## config.mk

```make
export PLATFORM = sky130hd
export DESIGN_NAME = fifo_unpack_reader
export DESIGN_NICKNAME = d
export VERILOG_FILES = /design/src/rtl/fifo_unpack_reader_pkg.sv /design/src/rtl/fifo_unpack_reader.sv
export SDC_FILE = /design/constraint.sdc
export NUM_CORES = 1
export LEC_CHECK = 0
export BUFFER_PORTS_ARGS = -buffer_cell sky130_fd_sc_hd__buf_4
export CAP_MARGIN = 10
export CORE_ASPECT_RATIO = 1.2
export CORE_MARGIN = 3
export CORE_UTILIZATION = 28
export CTS_BUF_LIST = sky130_fd_sc_hd__clkbuf_8
export CTS_CLUSTER_DIAMETER = 100
export DETAILED_ROUTE_END_ITERATION = 8
export HOLD_SLACK_MARGIN = 0.06
export SLEW_MARGIN = 20
export SYNTH_ARGS = -nofsm -noshare
export SYNTH_HDL_FRONTEND = slang
export SYNTH_SLANG_ARGS = --single-unit
```

## constraint.sdc

```tcl
create_clock -name clk -period 4.43 [get_ports clk]
set_input_delay 1.1075 -clock clk [delete_from_list [all_inputs] [get_ports clk]]
set_output_delay 1.1075 -clock clk [all_outputs]
set_load 0.005 [all_outputs]
```

## src/rtl/fifo_unpack_reader_pkg.sv

```systemverilog
// Shared definitions for the triple-word FIFO reader: lane geometry, FSM
// encoding and the entry-width helper that the FIFO side uses as well.
package fifo_unpack_reader_pkg;

  localparam int LANES  = 3;
  localparam int LANE_W = 2;

  typedef enum logic {
    ST_EMPTY = 1'b0,
    ST_HOLD  = 1'b1
  } state_t;

  // One FIFO entry carries LANES channel words.
  function automatic int entry_w(input int data_width);
    return LANES * data_width;
  endfunction

endpackage

```

## src/rtl/fifo_unpack_reader.sv

```systemverilog
// Reads triple-word entries from the channel FIFO and replays them as a
// one-word-per-beat valid/ready stream with lane and frame markers.
module fifo_unpack_reader
  import fifo_unpack_reader_pkg::*;
#(
  parameter int DATA_WIDTH = 32,
  parameter int FRAME_LEN  = 25
) (
  input  logic                           clk,
  input  logic                           rst,
  input  logic                           en,
  input  logic                           clr,
  input  logic                           fifo_empty,
  input  logic [entry_w(DATA_WIDTH)-1:0] fifo_data,
  output logic                           fifo_rd_req,
  output logic                           m_valid,
  input  logic                           m_ready,
  output logic [DATA_WIDTH-1:0]          m_data,
  output logic [LANE_W-1:0]              m_lane,
  output logic                           m_frame_last
);

  localparam int                CNT_W     = (FRAME_LEN > 1) ? $clog2(FRAME_LEN) : 1;
  localparam logic [CNT_W-1:0]  CNT_MAX   = CNT_W'(FRAME_LEN - 1);
  localparam logic [LANE_W-1:0] LANE_LAST = LANE_W'(LANES - 1);

  state_t                           state, state_d;
  logic [LANE_W-1:0]                lane, lane_d;
  logic [CNT_W-1:0]                 cnt, cnt_d;
  logic [LANES-1:0][DATA_WIDTH-1:0] ent_q;
  logic                             hold, hs, last_hs;

  assign hold    = (state == ST_HOLD);
  assign hs      = hold & m_ready;
  assign last_hs = hs & (lane == LANE_LAST);

  // Reload while the last lane drains keeps the stream bubble-free; the
  // FIFO has no underflow guard, so empty must block the request here.
  assign fifo_rd_req = ~rst & en & ~fifo_empty & ~clr & (~hold | last_hs);

  always_comb begin
    state_d = state;
    lane_d  = lane;
    cnt_d   = cnt;
    if (clr) begin
      state_d = ST_EMPTY;
      lane_d  = '0;
      cnt_d   = '0;
    end else begin
      if (hs) lane_d = lane + 1'b1;
      if (last_hs) begin
        cnt_d   = (cnt == CNT_MAX) ? '0 : cnt + 1'b1;
        state_d = ST_EMPTY;
        lane_d  = '0;
      end
      if (fifo_rd_req) begin
        state_d = ST_HOLD;
        lane_d  = '0;
      end
    end
  end

  always_ff @(posedge clk or posedge rst) begin
    if (rst) begin
      state <= ST_EMPTY;
      lane  <= '0;
      cnt   <= '0;
    end else begin
      state <= state_d;
      lane  <= lane_d;
      cnt   <= cnt_d;
    end
  end

  // FIFO data is only valid during the request cycle, so capture it then.
  always_ff @(posedge clk or posedge rst) begin
    if (rst)              ent_q <= '0;
    else if (fifo_rd_req) ent_q <= fifo_data;
  end

  always_comb begin
    m_data = '0;
    if (hold) begin
      case (lane)
        2'd0:    m_data = ent_q[0];
        2'd1:    m_data = ent_q[1];
        2'd2:    m_data = ent_q[2];
        default: m_data = '0;
      endcase
    end
  end

  assign m_valid      = hold;
  assign m_lane       = hold ? lane : '0;
  assign m_frame_last = hold & (lane == LANE_LAST) & (cnt == CNT_MAX);

endmodule

```

# Word-level counts from Yosys, hierarchy flattened
# Cells that the tools add are included.
# Widths: inputs -> output; s select.
[word_totals] reg_bits=104 out_inout_bits=37
[classes] bitwise_logic=13 n_reduce_logical=4 n_mux=13 add_sub_neg=2 n_eq_ne=3
[ops] operator="$pmux 32 s3" count=1
[ops] operator="$mux 32" count=1
[ops] operator="$mux 5" count=3
[ops] operator="$mux 2" count=5
[ops] operator="$and 1x1->1" count=8
[ops] operator="$add 5x1->5 const B" count=1
[ops] operator="$eq 5x5->1 const B" count=1
[ops] operator="$not 1->1" count=4
[ops] operator="$reduce_bool 4->1" count=1
[ops] operator="$mux 1" count=3
[ops] operator="$reduce_bool 3->1" count=1
[ops] operator="$add 2x1->2 const B" count=1
[ops] operator="$eq 2x1->1 const B" count=1
[ops] operator="$eq 2x2->1 const B" count=1
[ops] operator="$logic_not 2->1" count=1
[ops] operator="$reduce_bool 2->1" count=1
[ops] operator="$or 1x1->1" count=1

# Depth between registers and ports, before layout
[depth] ltp_word=7 ltp_mapped=6 ltp_nobuf=5

# Least setup slack after synthesis
# Ideal clock, no wire load.
[synth_path] path_kind="input to output" from="input clr" to="output fifo_rd_req" arrival_ns=2.197 required_ns=3.323 cell_stages=4 slack_ns=1.125 n_path_buf=2 cell_sequence="buf_2 > or4b_4 > a21oi_4 > buf_4"
[synth_between] elab_chain_cells=3
[synth_rtl] element="from (decl)" line_no="fifo_unpack_reader.sv:12" source="input logic clr,"
[synth_rtl] element="$not 1->1" line_no="fifo_unpack_reader.sv:39" source="assign fifo_rd_req = ~rst & en & ~fifo_empty & ~clr & (~hold | last_hs);"
[synth_rtl] element="$and 1x1->1 (2 in a row)" line_no="fifo_unpack_reader.sv:39"
[synth_rtl] element="to (decl)" line_no="fifo_unpack_reader.sv:15" source="output logic fifo_rd_req,"
# No other way between the ends.

# Worst setup path after layout
[layout_path] from="register lane[0]" to="output m_data[19]"
[layout_between] elab_chain_cells=3
[layout_rtl] element="from (decl)" line_no="fifo_unpack_reader.sv:28" source="logic [LANE_W-1:0] lane, lane_d;"
[layout_rtl] element="from (signal assigned)" line_no="fifo_unpack_reader.sv:70" source="lane <= lane_d;"
[layout_rtl] element="$eq 2x2->1 (tied with other cells)" line_no="fifo_unpack_reader.sv:84" source="case (lane)"
[layout_rtl] element="$pmux 32 s3 (*)" line_no="fifo_unpack_reader.sv:84"
[layout_rtl] element="$mux 32 (*)" line_no="fifo_unpack_reader.sv:83" source="if (hold) begin"
[layout_rtl] element="to (decl)" line_no="fifo_unpack_reader.sv:18" source="output logic [DATA_WIDTH-1:0] m_data,"
# Mark *: on every way between the ends. The rest lies on a longest branch, timed or not.

==> run metrics <==
status=completed; drt drc=0; Area Overhead vs Synth=28.99%; Util after Layout=approximately 37%; htree depth=3; final setup TNS=0 ps; global-route wire length before repair=18930 µm; Synth top area share=a little over half; Max-Cap Viols=0; critical path type=reg -> out; share of synthesized registers carrying an async set or reset=100.0%; CTS tree=done; Synth Cell Area=between 4000 and 5000 µm²; row count=between 50 and 60; Wirelength per Cell=between 15 and 20 µm; Num CTS Buffers=9; Port Buffers=between 100 and 150; Die Y=151.5 µm; crit-path max FO=33; Crit path arrival time=between 2000 and 2500 ps; effective utilization at floorplan=between 20 and 30%; CP delay by family, top=simple AND/OR/NAND/NOR gates; worst-margin pin slew=971.8 ps; HPWL after DPL=approximately 8200 µm; IO Pins=about 140; EDFF count, synth=0; CP bufs+invs=1; via count=between 3000 and 4000; RePlAce Congestion=just under 0.8; First-pass DRT Iterations=4; worst path required time=~3300 ps; Detailed Route Iter0 Violations=160; DIE AREA=a little under 20000 µm²; post-synth top area cell=dfrtp_1; placed instance area=6158 µm²; Worst Clk Skew=around 13 ps; Die X=127.3 µm; worst min path class=reg -> reg; CP max stage delay=between 800 and 900 ps; Slew HR=between 30% and 40%; Core Area=~17000 µm²; RSZ-0062 raised after global routing=no; GRT Total Usage=about 13%; FF-to-FF setup slack=~2100 ps; Hold-fix buffers, CTS=0; syn avg cell area=13.39 µm²; gate count of the mapped netlist=between 300 and 400; Area contributors post-synth=dfrtp_1, mux2_2, mux2i_1, o2bb2ai_1, mux2_1; Pleak=roughly 2.8 nW; antenna violations before repair=0; Final Critical Period=roughly 3500 ps; root buffer selected by CTS=clkbuf_8; fin. max-slew vios=0; TritonCTS Sinks=between 100 and 150; register area share after synthesis=52.66%; main flop type after synthesis=dfrtp_1; syn nets=about 470; share of cells above drive strength 1=48.70%; Crit. End Element=output port; fin area=around 6400 µm²; Seq cells post-synth=about 100; DRT antenna net count=0; vias per cell=around 4.7; vias in the first global route=between 3000 and 4000; post-CTS setup repair buffer count=0; commonest non-fill, non-tap cells in the layout=buf_4, dfrtp_1, mux2_2, mux2i_1, and2_1; Clock Path Buffers=2; Total Routed Length=between 10000 and 15000 µm; largest net degree at the start of global routing=98; final hold vios=0; most common cell after layout, fill and taps aside=buf_4; Reg clk slew, reported paths=approximately 100 ps; ant diodes=0; # setup viols final=0; Resized cells post-CTS=0; worst-path cell chain=nor2b_4, o2bb2ai_1, and2_1, buf_4; FMAX=286.2 MHz; Distinct cells, synth=33; Total Nets Final=600; Period Utilization, post-route=approximately 79%; Setup crit start kind=flip-flop; total grt overflow=0; YS warnings=0; Worst VDD drop=roughly 0.15 mV; Cell Pwr Density=approximately 370 nW/µm²; clock latency on the worst-skew pair=380 ps; Slowest-stage cell, CP=nor2b_4
state kept, by name, indices dropped and copies added, names as in the netlist:
name and flops:
m_valid 1, cnt 5, lane 2, ent_q 96
logic make-up after synthesis:
logic type                 synth area share (%)
muxes                                     28.56
DFF                                       52.66
and+or+nand+nor                           7.241
AOI/OAI and AO/OA                         7.595
buffers and inverters                     3.443
adders and majority gates                0.5062
worst reg2reg max path, stage by stage, from the launching register on:
cell and delay (ps):
dfrtp_1 350, buf_4 430, nand3b_1 250, a21oi_4 240, buf_12 420, mux2_2 520
synthesized netlist by cell type (3+ instances only):
cell       count
and2_1        31
a21boi_0       3
nand3b_1       3
a21oi_1        3
a311oi_1       3
buf_6          3
mux2_2        76
or2_2          3
nor2b_1        3
nand3_1        3
mux2i_1       33
clkbuf_1      12
o2bb2ai_1     29
buf_2          4
mux2_1        20
dfrtp_1      104
nand2_1        7
inv_1          3
buf_4          7
power by group:
part / switching (mW) / internal (mW) / leakage, nW / total (mW)
clock network: 0.337 / 0.295 / 0.102 / 0.632
logic: 0.152 / 0.291 / 1.39 / 0.443
registers: 0.107 / 1.16 / 1.26 / 1.26
total: 0.596 / 1.74 / 2.76 / 2.34
cell type report:
type	count	area, µm²
Fill cell	1695	10740
Sequential cell	104	2604
Multi-Input combinational cell	234	2177
Timing Repair Buffer	144	1094
Tap cell	216	270.3
Clock buffer	11	151.4
Clock inverter	5	62.56
Inverter	3	16.27
stage by stage:
step / setup WS [ps] / power (mW) / hold WS, ps / std cells
after global routing: 679.1 / 2.498 / 518.6 / 717
after CTS: 850.5 / 2.392 / 499.0 / 717
after global placement: 1179 / 1.715 / 469.0 / 701
final: 935.5 / 2.340 / 493.3 / 717
after detailed placement: 1175 / 1.742 / 475.3 / 701
after floorplan: 590.3 / 1.561 / 458.8 / 369
path summary, 6_finish.rpt:
path | from | to | depth (start not counted)
setup / recovery | lane[0]$_DFFE_PP0P_ | m_data[19] | 4
hold / removal | ent_q[77]$_DFFE_PP0P_ | ent_q[77]$_DFFE_PP0P_ | 1
setup reg to reg | lane[1]$_DFFE_PP0P_ | ent_q[9]$_DFFE_PP0P_ | 5
hold reg to reg | ent_q[77]$_DFFE_PP0P_ | ent_q[77]$_DFFE_PP0P_ | 1
max in group asynchronous | rst | ent_q[81]$_DFFE_PP0P_ | 3
min in group asynchronous | rst | m_valid$_DFFE_PP0P_ | 2
per-layer routing:
metal  part of all wire (%)  vias to the layer above  track usage (%)
met1                     41                     1712            15.20
li1                       -                     1586                -
met5                      0                        -                0
met3                    4.2                       16            2.244
met2                     52                       86            22.02
met4                    2.6                        0            6.491
Note: power is estimated with default switching activity, not from simulation.
